File: config.mk
export PLATFORM = sky130hd
export DESIGN_NAME = x_wrr_arbiter
export DESIGN_NICKNAME = d
export VERILOG_FILES = /design/src/rtl/ebc_arb_pkg.sv /design/src/rtl/rr_prio_enc.sv /design/src/rtl/x_wrr_arbiter.sv
export SDC_FILE = /design/constraint.sdc
export NUM_CORES = 1
export LEC_CHECK = 0
export CORE_MARGIN = 2
export CORE_UTILIZATION = 47
export CTS_CLUSTER_SIZE = 12
export DETAILED_ROUTE_END_ITERATION = 16
export PLACE_DENSITY = 0.79
export SLEW_MARGIN = 10
export SYNTH_ARGS = -nofsm -noshare
export SYNTH_HDL_FRONTEND = slang
export SYNTH_SLANG_ARGS = --single-unit
File: constraint.sdc
create_clock -name clk_i -period 2.6 [get_ports clk_i]
set_clock_uncertainty 0.05 [all_clocks]
set_input_delay 0.78 -clock clk_i [delete_from_list [all_inputs] [get_ports clk_i]]
set_output_delay 0.78 -clock clk_i [all_outputs]
set_load 0.02 [all_outputs]
File: src/rtl/ebc_arb_pkg.sv
// Shared types and helpers for the row arbiter: FSM state, default burst
// weight and a one-hot to index converter.
package ebc_arb_pkg;

   typedef enum logic {
      IDLE  = 1'b0,
      GRANT = 1'b1
   } arb_state_e;

   localparam int DEFAULT_WEIGHT = 1;
   localparam int MAX_ROWS       = 256;

   // Callers zero-extend their one-hot vector to MAX_ROWS bits.
   function automatic int onehot_to_idx(input logic [MAX_ROWS-1:0] oh);
      int idx;
      idx = 0;
      for (int i = 0; i < MAX_ROWS; i++)
         if (oh[i]) idx = idx | i;
      return idx;
   endfunction

endpackage

File: src/rtl/rr_prio_enc.sv
// Lowest-set-bit priority encoder: one-hot of the lowest asserted request.
module rr_prio_enc #(
   parameter int ROWS = 8
) (
   input  logic [ROWS-1:0] req,
   output logic [ROWS-1:0] gnt,
   output logic            any
);

   assign gnt = req & (~req + ROWS'(1));
   assign any = |req;

endmodule

File: src/rtl/x_wrr_arbiter.sv
// Weighted round-robin row arbiter with ack handshake, refresh and group release.
// Per-row burst weights are honoured only when ARB_WEIGHT_EN is defined.
module x_wrr_arbiter
   import ebc_arb_pkg::*;
#(
   parameter int ROWS     = 8,
   parameter int X_WIDTH  = $clog2(ROWS),
   parameter int WEIGHT_W = 2
) (
   input  logic                     clk_i,
   input  logic                     reset_i,
   input  logic                     enable_i,
   input  logic                     refresh_i,
   input  logic [ROWS-1:0]          req_i,
   input  logic [ROWS*WEIGHT_W-1:0] weight_i,
   input  logic                     ack_i,
   output logic [ROWS-1:0]          gnt_o,
   output logic [X_WIDTH-1:0]       xadd_o,
   output logic                     valid_o,
   output logic                     grp_release_o
);

   arb_state_e           state_q, state_d;
   logic [ROWS-1:0]      gnt_q, gnt_d;
   logic [ROWS-1:0]      mask_q, mask_d;
   logic [X_WIDTH-1:0]   xadd_q, xadd_d;
   logic [WEIGHT_W-1:0]  credit_q, credit_d;
   logic                 ref_pend_q, ref_pend_d;
   logic                 grp_rel_q, grp_rel_d;

   logic [ROWS-1:0]      masked_req, masked_oh, raw_oh, win_oh, retire_mask;
   logic                 masked_any, raw_any;
   logic [X_WIDTH-1:0]   win_idx;
   logic [WEIGHT_W-1:0]  load_credit;
   logic [X_WIDTH:0]     shamt;
   logic                 retire;

   assign masked_req = req_i & mask_q;

   rr_prio_enc #(.ROWS(ROWS)) u_enc_masked (
      .req (masked_req),
      .gnt (masked_oh),
      .any (masked_any)
   );

   rr_prio_enc #(.ROWS(ROWS)) u_enc_raw (
      .req (req_i),
      .gnt (raw_oh),
      .any (raw_any)
   );

   // Masked winner first; an empty masked set wraps to the raw requests.
   assign win_oh  = masked_any ? masked_oh : raw_oh;
   assign win_idx = X_WIDTH'(onehot_to_idx(MAX_ROWS'(win_oh)));

`ifdef ARB_WEIGHT_EN
   logic [WEIGHT_W-1:0] win_weight;
   assign win_weight  = weight_i[int'(win_idx)*WEIGHT_W +: WEIGHT_W];
   assign load_credit = (win_weight == '0) ? WEIGHT_W'(DEFAULT_WEIGHT) : win_weight;
`else
   logic unused_weight;
   assign unused_weight = ^weight_i;
   assign load_credit   = WEIGHT_W'(DEFAULT_WEIGHT);
`endif

   // Extra bit so retiring the top row shifts the mask out to all zeros.
   assign shamt       = {1'b0, xadd_q} + (X_WIDTH+1)'(1);
   assign retire_mask = (ref_pend_q | refresh_i) ? '1 : ({ROWS{1'b1}} << shamt);

   always_comb begin
      state_d    = state_q;
      gnt_d      = gnt_q;
      xadd_d     = xadd_q;
      mask_d     = mask_q;
      credit_d   = credit_q;
      ref_pend_d = ref_pend_q;
      grp_rel_d  = 1'b0;
      retire     = 1'b0;
      case (state_q)
         IDLE: begin
            if (refresh_i) mask_d = '1;
            if (enable_i && raw_any) begin
               state_d  = GRANT;
               gnt_d    = win_oh;
               xadd_d   = win_idx;
               credit_d = load_credit;
            end
         end
         GRANT: begin
            if (refresh_i) ref_pend_d = 1'b1;
            if (ack_i) begin
               credit_d = credit_q - WEIGHT_W'(1);
               retire   = !((credit_q > WEIGHT_W'(1)) && req_i[xadd_q]);
            end else begin
               retire   = !req_i[xadd_q];
            end
            if (retire) begin
               state_d    = IDLE;
               gnt_d      = '0;
               mask_d     = retire_mask;
               ref_pend_d = 1'b0;
               grp_rel_d  = ((req_i & retire_mask) == '0);
            end
         end
         default: state_d = IDLE;
      endcase
   end

   always_ff @(posedge clk_i) begin
      if (reset_i) begin
         state_q    <= IDLE;
         gnt_q      <= '0;
         xadd_q     <= '0;
         mask_q     <= '1;
         credit_q   <= '0;
         ref_pend_q <= 1'b0;
         grp_rel_q  <= 1'b0;
      end else begin
         state_q    <= state_d;
         gnt_q      <= gnt_d;
         xadd_q     <= xadd_d;
         mask_q     <= mask_d;
         credit_q   <= credit_d;
         ref_pend_q <= ref_pend_d;
         grp_rel_q  <= grp_rel_d;
      end
   end

   assign gnt_o         = gnt_q;
   assign xadd_o        = xadd_q;
   assign valid_o       = |gnt_q;
   assign grp_release_o = grp_rel_q;

endmodule

Yosys cells after proc, flatten, opt, wreduce, memory -nomap -nowiden --
Index checks and enable logic that the tools add are counted.
Storage, ports and cells: bits in registers 24, word-level logic and storage cells 69
Operators by class: reductions and logical operators 15, add/subtract/negate cells 4, bitwise logic cells 9, muxes and demuxes 27, order comparisons 2, eq/ne operators 4, shift-type cells 1
Operators by type and width (number):
- 2-to-1 mux 8 bit | 6
- bitwise AND 8 bit | 4
- case mux 8 bit (2 select lines) | 2
- OR reduction 8 bit | 3
- adder 8 x 1 -> 8 bit, second input constant | 2
- NOT 8 bit | 2
- 2-to-1 mux 3 bit | 4
- AND reduction 2 bit | 5
- logical NOT 8 bit | 1
- 2-to-1 mux 1 bit | 8
- 2-to-1 mux 2 bit | 4
- << shifter 8 x 4 -> 8 bit, first input constant | 1
- != test 2 bit, second input constant | 3
- adder 3 x 1 -> 4 bit, second input constant | 1
- less-than comparator 3 x 4 -> 1 bit, second input constant | 1
- case mux 2 bit (2 select lines) | 1
- binary-select mux 1 bit (select 3 bit) | 1
- OR reduction 3 bit | 1
- > comparator 2 x 1 -> 1 bit, second input constant | 1
- logical AND 1 bit | 2
- logical NOT 1 bit | 2
- != test 2 x 1 -> 1 bit, second input constant | 1
- NOT 1 bit | 2
- case mux 1 bit (2 select lines) | 1
- 3 further kinds | 3

Depth between registers and ports, before layout --
depth in word-level cells 12, gate-level depth with buffers 8, depth with buffers taken out 7

Modules after synthesis --
From an unflattened synthesis, not the netlist that was laid out.
Second synthesis, totals: cells, all modules 189, area total of the unflattened synthesis 1656.6 µm²
By module, submodules not included:
- x_wrr_arbiter | cells each 165, sequential area each 480.5 µm², instances 1, area an instance 1463.9 µm²
- rr_prio_enc | cells each 12, sequential area each 0.0 µm², instances 2, area an instance 96.3 µm²

Least setup slack after synthesis --
Ideal clock, no wire load.
path type input -> register, start point input req_i[5], end point register xadd_q[2], in the netlist xadd_o[2], setup slack 0.443 ns, stages on the path 6, path buffers 1, data required time 2.426 ns, data arrival time 1.983 ns, setup time 0.124 ns, path through clkbuf_2 > nor4_2 > a311oi_4 > o21ai_2 > nor4_1 > nor3_1
On the way: word-level cells in the longest chain between the ends 8, elaborated cells on any way between the ends 16, those cells by class add/sub: 2; mux: 5; bitwise: 5; reduce/logical: 4
Ends and longest elaborated chain:
- from (decl) | line x_wrr_arbiter.sv:14 | input logic [ROWS-1:0] req_i,
- bitwise AND 8 bit | line x_wrr_arbiter.sv:38 | assign masked_req = req_i & mask_q;
- NOT 8 bit | line rr_prio_enc.sv:10 | assign gnt = req & (~req + ROWS'(1));
- adder 8 x 1 -> 8 bit | line rr_prio_enc.sv:10
- bitwise AND 8 bit | line rr_prio_enc.sv:10
- 2-to-1 mux 8 bit | line x_wrr_arbiter.sv:53 | assign win_oh = masked_any ? masked_oh : raw_oh;
- 2-to-1 mux 3 bit (3 in series) | line ebc_arb_pkg.sv:18 | if (oh[i]) idx = idx | i;
- to (signal assigned) | line x_wrr_arbiter.sv:113 | xadd_q <= '0;
- to (signal assigned) | line x_wrr_arbiter.sv:121 | xadd_q <= xadd_d;
- to (decl) | line x_wrr_arbiter.sv:26 | logic [X_WIDTH-1:0] xadd_q, xadd_d;
Several ways; a longest one is shown, not always the timed one. A chain may end at the register's enable or synchronous reset.

Worst setup path in the final report --
start point register xadd_q[1], in the netlist xadd_o[1], end point output xadd_o[1]
RTL lines:
- to (decl) | line x_wrr_arbiter.sv:18 | output logic [X_WIDTH-1:0] xadd_o,
No word-level cell between the ends.

==> summary.txt <==
Route
  – Met3 Wirelength: roughly 240 µm
  – DR pass1 iterations: 8
  – Metal2 WL: between 1.5 and 2 mm
  – DR DRC count: 0
  – Via count: 1503
  – Top layer in use: met4
  – WL/cell: ~16 µm
  – Routed wire length: 4.005 mm
  – Vias/cell: between 6 and 7
  – M1 WL: 1.767 mm
  – DRT iter0 DRCs: 69
  – ANT nets after route: 0

Placed design
  – I/O Buffers: 25
  – Place WS: -0.1401 ns
  – Final RePlAce weighted congestion: roughly 0.95
  – Hpwl dp: 3.144 mm

Logic synthesis
  – EDFF count, synth: 0
  – Sequential area share after synthesis: 32.30%
  – Synth Instances: about 170
  – Post-synth cell types: 48
  – Largest cells by area after synthesis: dfxtp_1 32%, nand2_1 6.1%, buf_6 3.8%
  – Syn Area/Cell: just under 9 µm²
  – Yosys top cell area share: 32.30%
  – Post-synthesis register bit count: 24
  – Synth cell count leaders: 24 x dfxtp_1, 24 x nand2_1, 15 x nor2_1
  – Dominant cell type by area after synthesis: dfxtp_1
  – Synth Net Count: slightly above 200
  – Main flop type after synthesis: dfxtp_1
  – Syn Std Cell Area: between 0.001 and 0.0015 mm²
  – Ys async rst share: 0%
  – Yosys warns: 0

Pwr
  – Power Density: roughly 470 mW/mm²
  – Max VDD drop: 0.0002513 V
  – Leakage: 0.7190 nW

STA
  – Setup-failing EPs final: 0
  – Tmin final: approximately 2.5 ns
  – RSZ-0062 raised after global routing: false
  – Worst-Margin Slew: about 0.44 ns
  – Final period util: a little over nine tenths
  – Slew HR: ~70%
  – Setup_tns: 0 ns
  – Final hold vios: 0
  – Final setup margin: ~0.14 ns
  – Count of pins over their slew limit: 0
  – Fmax: between 400 and 500 MHz
  – Min Hold Slack: 0.4465 ns

Layout
  – Multi-input logic area: a little under 900 µm²
  – Final Util: approximately 62%
  – Fraction of layout cells with a size suffix above 1: around 16%
  – Diodes inserted: 0
  – Total Nets Final: 240
  – Area growth syn-to-layout: 26.24%
  – Register Area: 480.5 µm²
  – Fillers: 260

Clocking
  – Hold Buf Count CTS: 0
  – CTS tree: built
  – # Post-CTS Setup Buffers: 0
  – CTS resizes: 0
  – Number of CTS-inserted buffers: 3
  – Root buffer cell: clkbuf_4
  – Clk slew on worst S/H paths: ~0.14 ns
  – CTS max path bufs: 2
  – H-tree depth: 1
  – Clock sink total: 24
  – Clk Latency, worst-skew pair: between 0.3 and 0.4 ns

Worst setup path
  – Critical-path cell list: clkdlybuf4s50_1
  – WP buf/inv: 1
  – Critical path depth in cells: 1
  – Data arrival, critical path: between 1.5 and 2 ns
  – Worst Path Max Fanout: 11
  – Worst setup SP type: flip-flop
  – WS Path Type: flip-flop to output pin
  – Critical path endpoint category: output pin
  – CP delay by family, top: buffers and inverters
  – Crit path required time: 1.77 ns
  – Worst R2R Path Depth: 7
  – Critical path's slowest cell: clkdlybuf4s50_1
  – CP max stage delay: 0.69 ns

Global route
  – Largest net degree at the start of global routing: 15
  – First-pass GRT wire length: ~6.7 mm
  – Number of global-route vias before repair: ~1500
  – Gr ovfl total: 0
  – Overall Global Routing Usage: between 20% and 30%
  – Initial antenna violation count: 0

Floorplan
  – DIE WIDTH: 60.26 µm
  – Die Y: 60.26 µm
  – Total Die Area: 0.003631 mm²
  – Initial Utilization: about 50%
  – Core box area: 0.003028 mm²
  – IO Pins: 42
  – Rows: 20

Run status
  – Run status: finished clean

Job
  – Max cap viols: 0

Worst hold path
  – Worst Hold Class: flip-flop to flip-flop
  – Hold path cells: 1
-- metal layers --
metal	vias up	global-route usage, %
li1	711	-
met1	729	32.68
met2	60	40.37
met3	3	3.463
met4	0	6.349
met5	-	0
-- area by class of cell --
class                   count  share of cell area (%)
clock inverters             1                   1.599
multi-input cells         126                   46.97
well taps                  44                   2.931
repair buffers             40                   19.32
inverters                  12                   2.398
flip-flops and latches     24                   25.58
clock buffers               3                   1.199
-- cells in the final DEF, fill, tap and decap left out, types with 4 or more instances in the layout --
cell              n
a21oi_1           7
mux2i_1           4
nand3_1           5
buf_4            15
nand2_1          24
o32a_1            4
a31oi_1           6
ha_1              4
dfxtp_1          24
clkdlybuf4s50_1  25
a22o_1            4
inv_1            12
nor2_1           15
-- registers in the layout, indices dropped and copies added (netlist names) --
| signal | cells |
|---|---|
| gnt_o | 8 |
| mask_q | 8 |
| grp_release_o | 1 |
| ref_pend_q | 1 |
| state_q | 1 |
| xadd_o | 3 |
| credit_q | 2 |
-- worst paths after layout --
path	start	end	slack, ns
max	xadd_o[1]	xadd_o[1]	0.14
min	gnt_o[2]	gnt_o[2]	0.45
max reg2reg	xadd_o[0]	grp_release_o	0.39
min reg2reg	gnt_o[2]	gnt_o[2]	0.45
-- where the power goes --
part	total, mW	leakage [nW]	internal (mW)	switching [mW]
Sequential	0.405	0.195	0.381	0.0243
Clock	0.271	0.0279	0.156	0.115
Combinational	0.208	0.496	0.0987	0.109
Total	0.883	0.719	0.635	0.248
-- kinds of logic (layout without fill, tap and decap cells) --
group / after synthesis / count (layout) / synth area share (%)
simple gates: 63 / 63 / 21.95
compound gates: 54 / 54 / 30.28
mux: 5 / 5 / 3.700
flops: 24 / 24 / 32.30
buf+inv: 21 / 56 / 8.409
fa+ha+maj: 4 / 4 / 3.364
-- stage by stage --
step | total power, mW | instances | area, µm²
final | 0.8834 | 250 | 1878
after detailed placement | 0.6164 | 246 | 1826
after floorplan | 0.5372 | 171 | 1488
after global routing | 0.9187 | 250 | 1878
after global placement | 0.6076 | 246 | 1826
after CTS | 0.8852 | 250 | 1878
(Power assumes the default switching activity.)
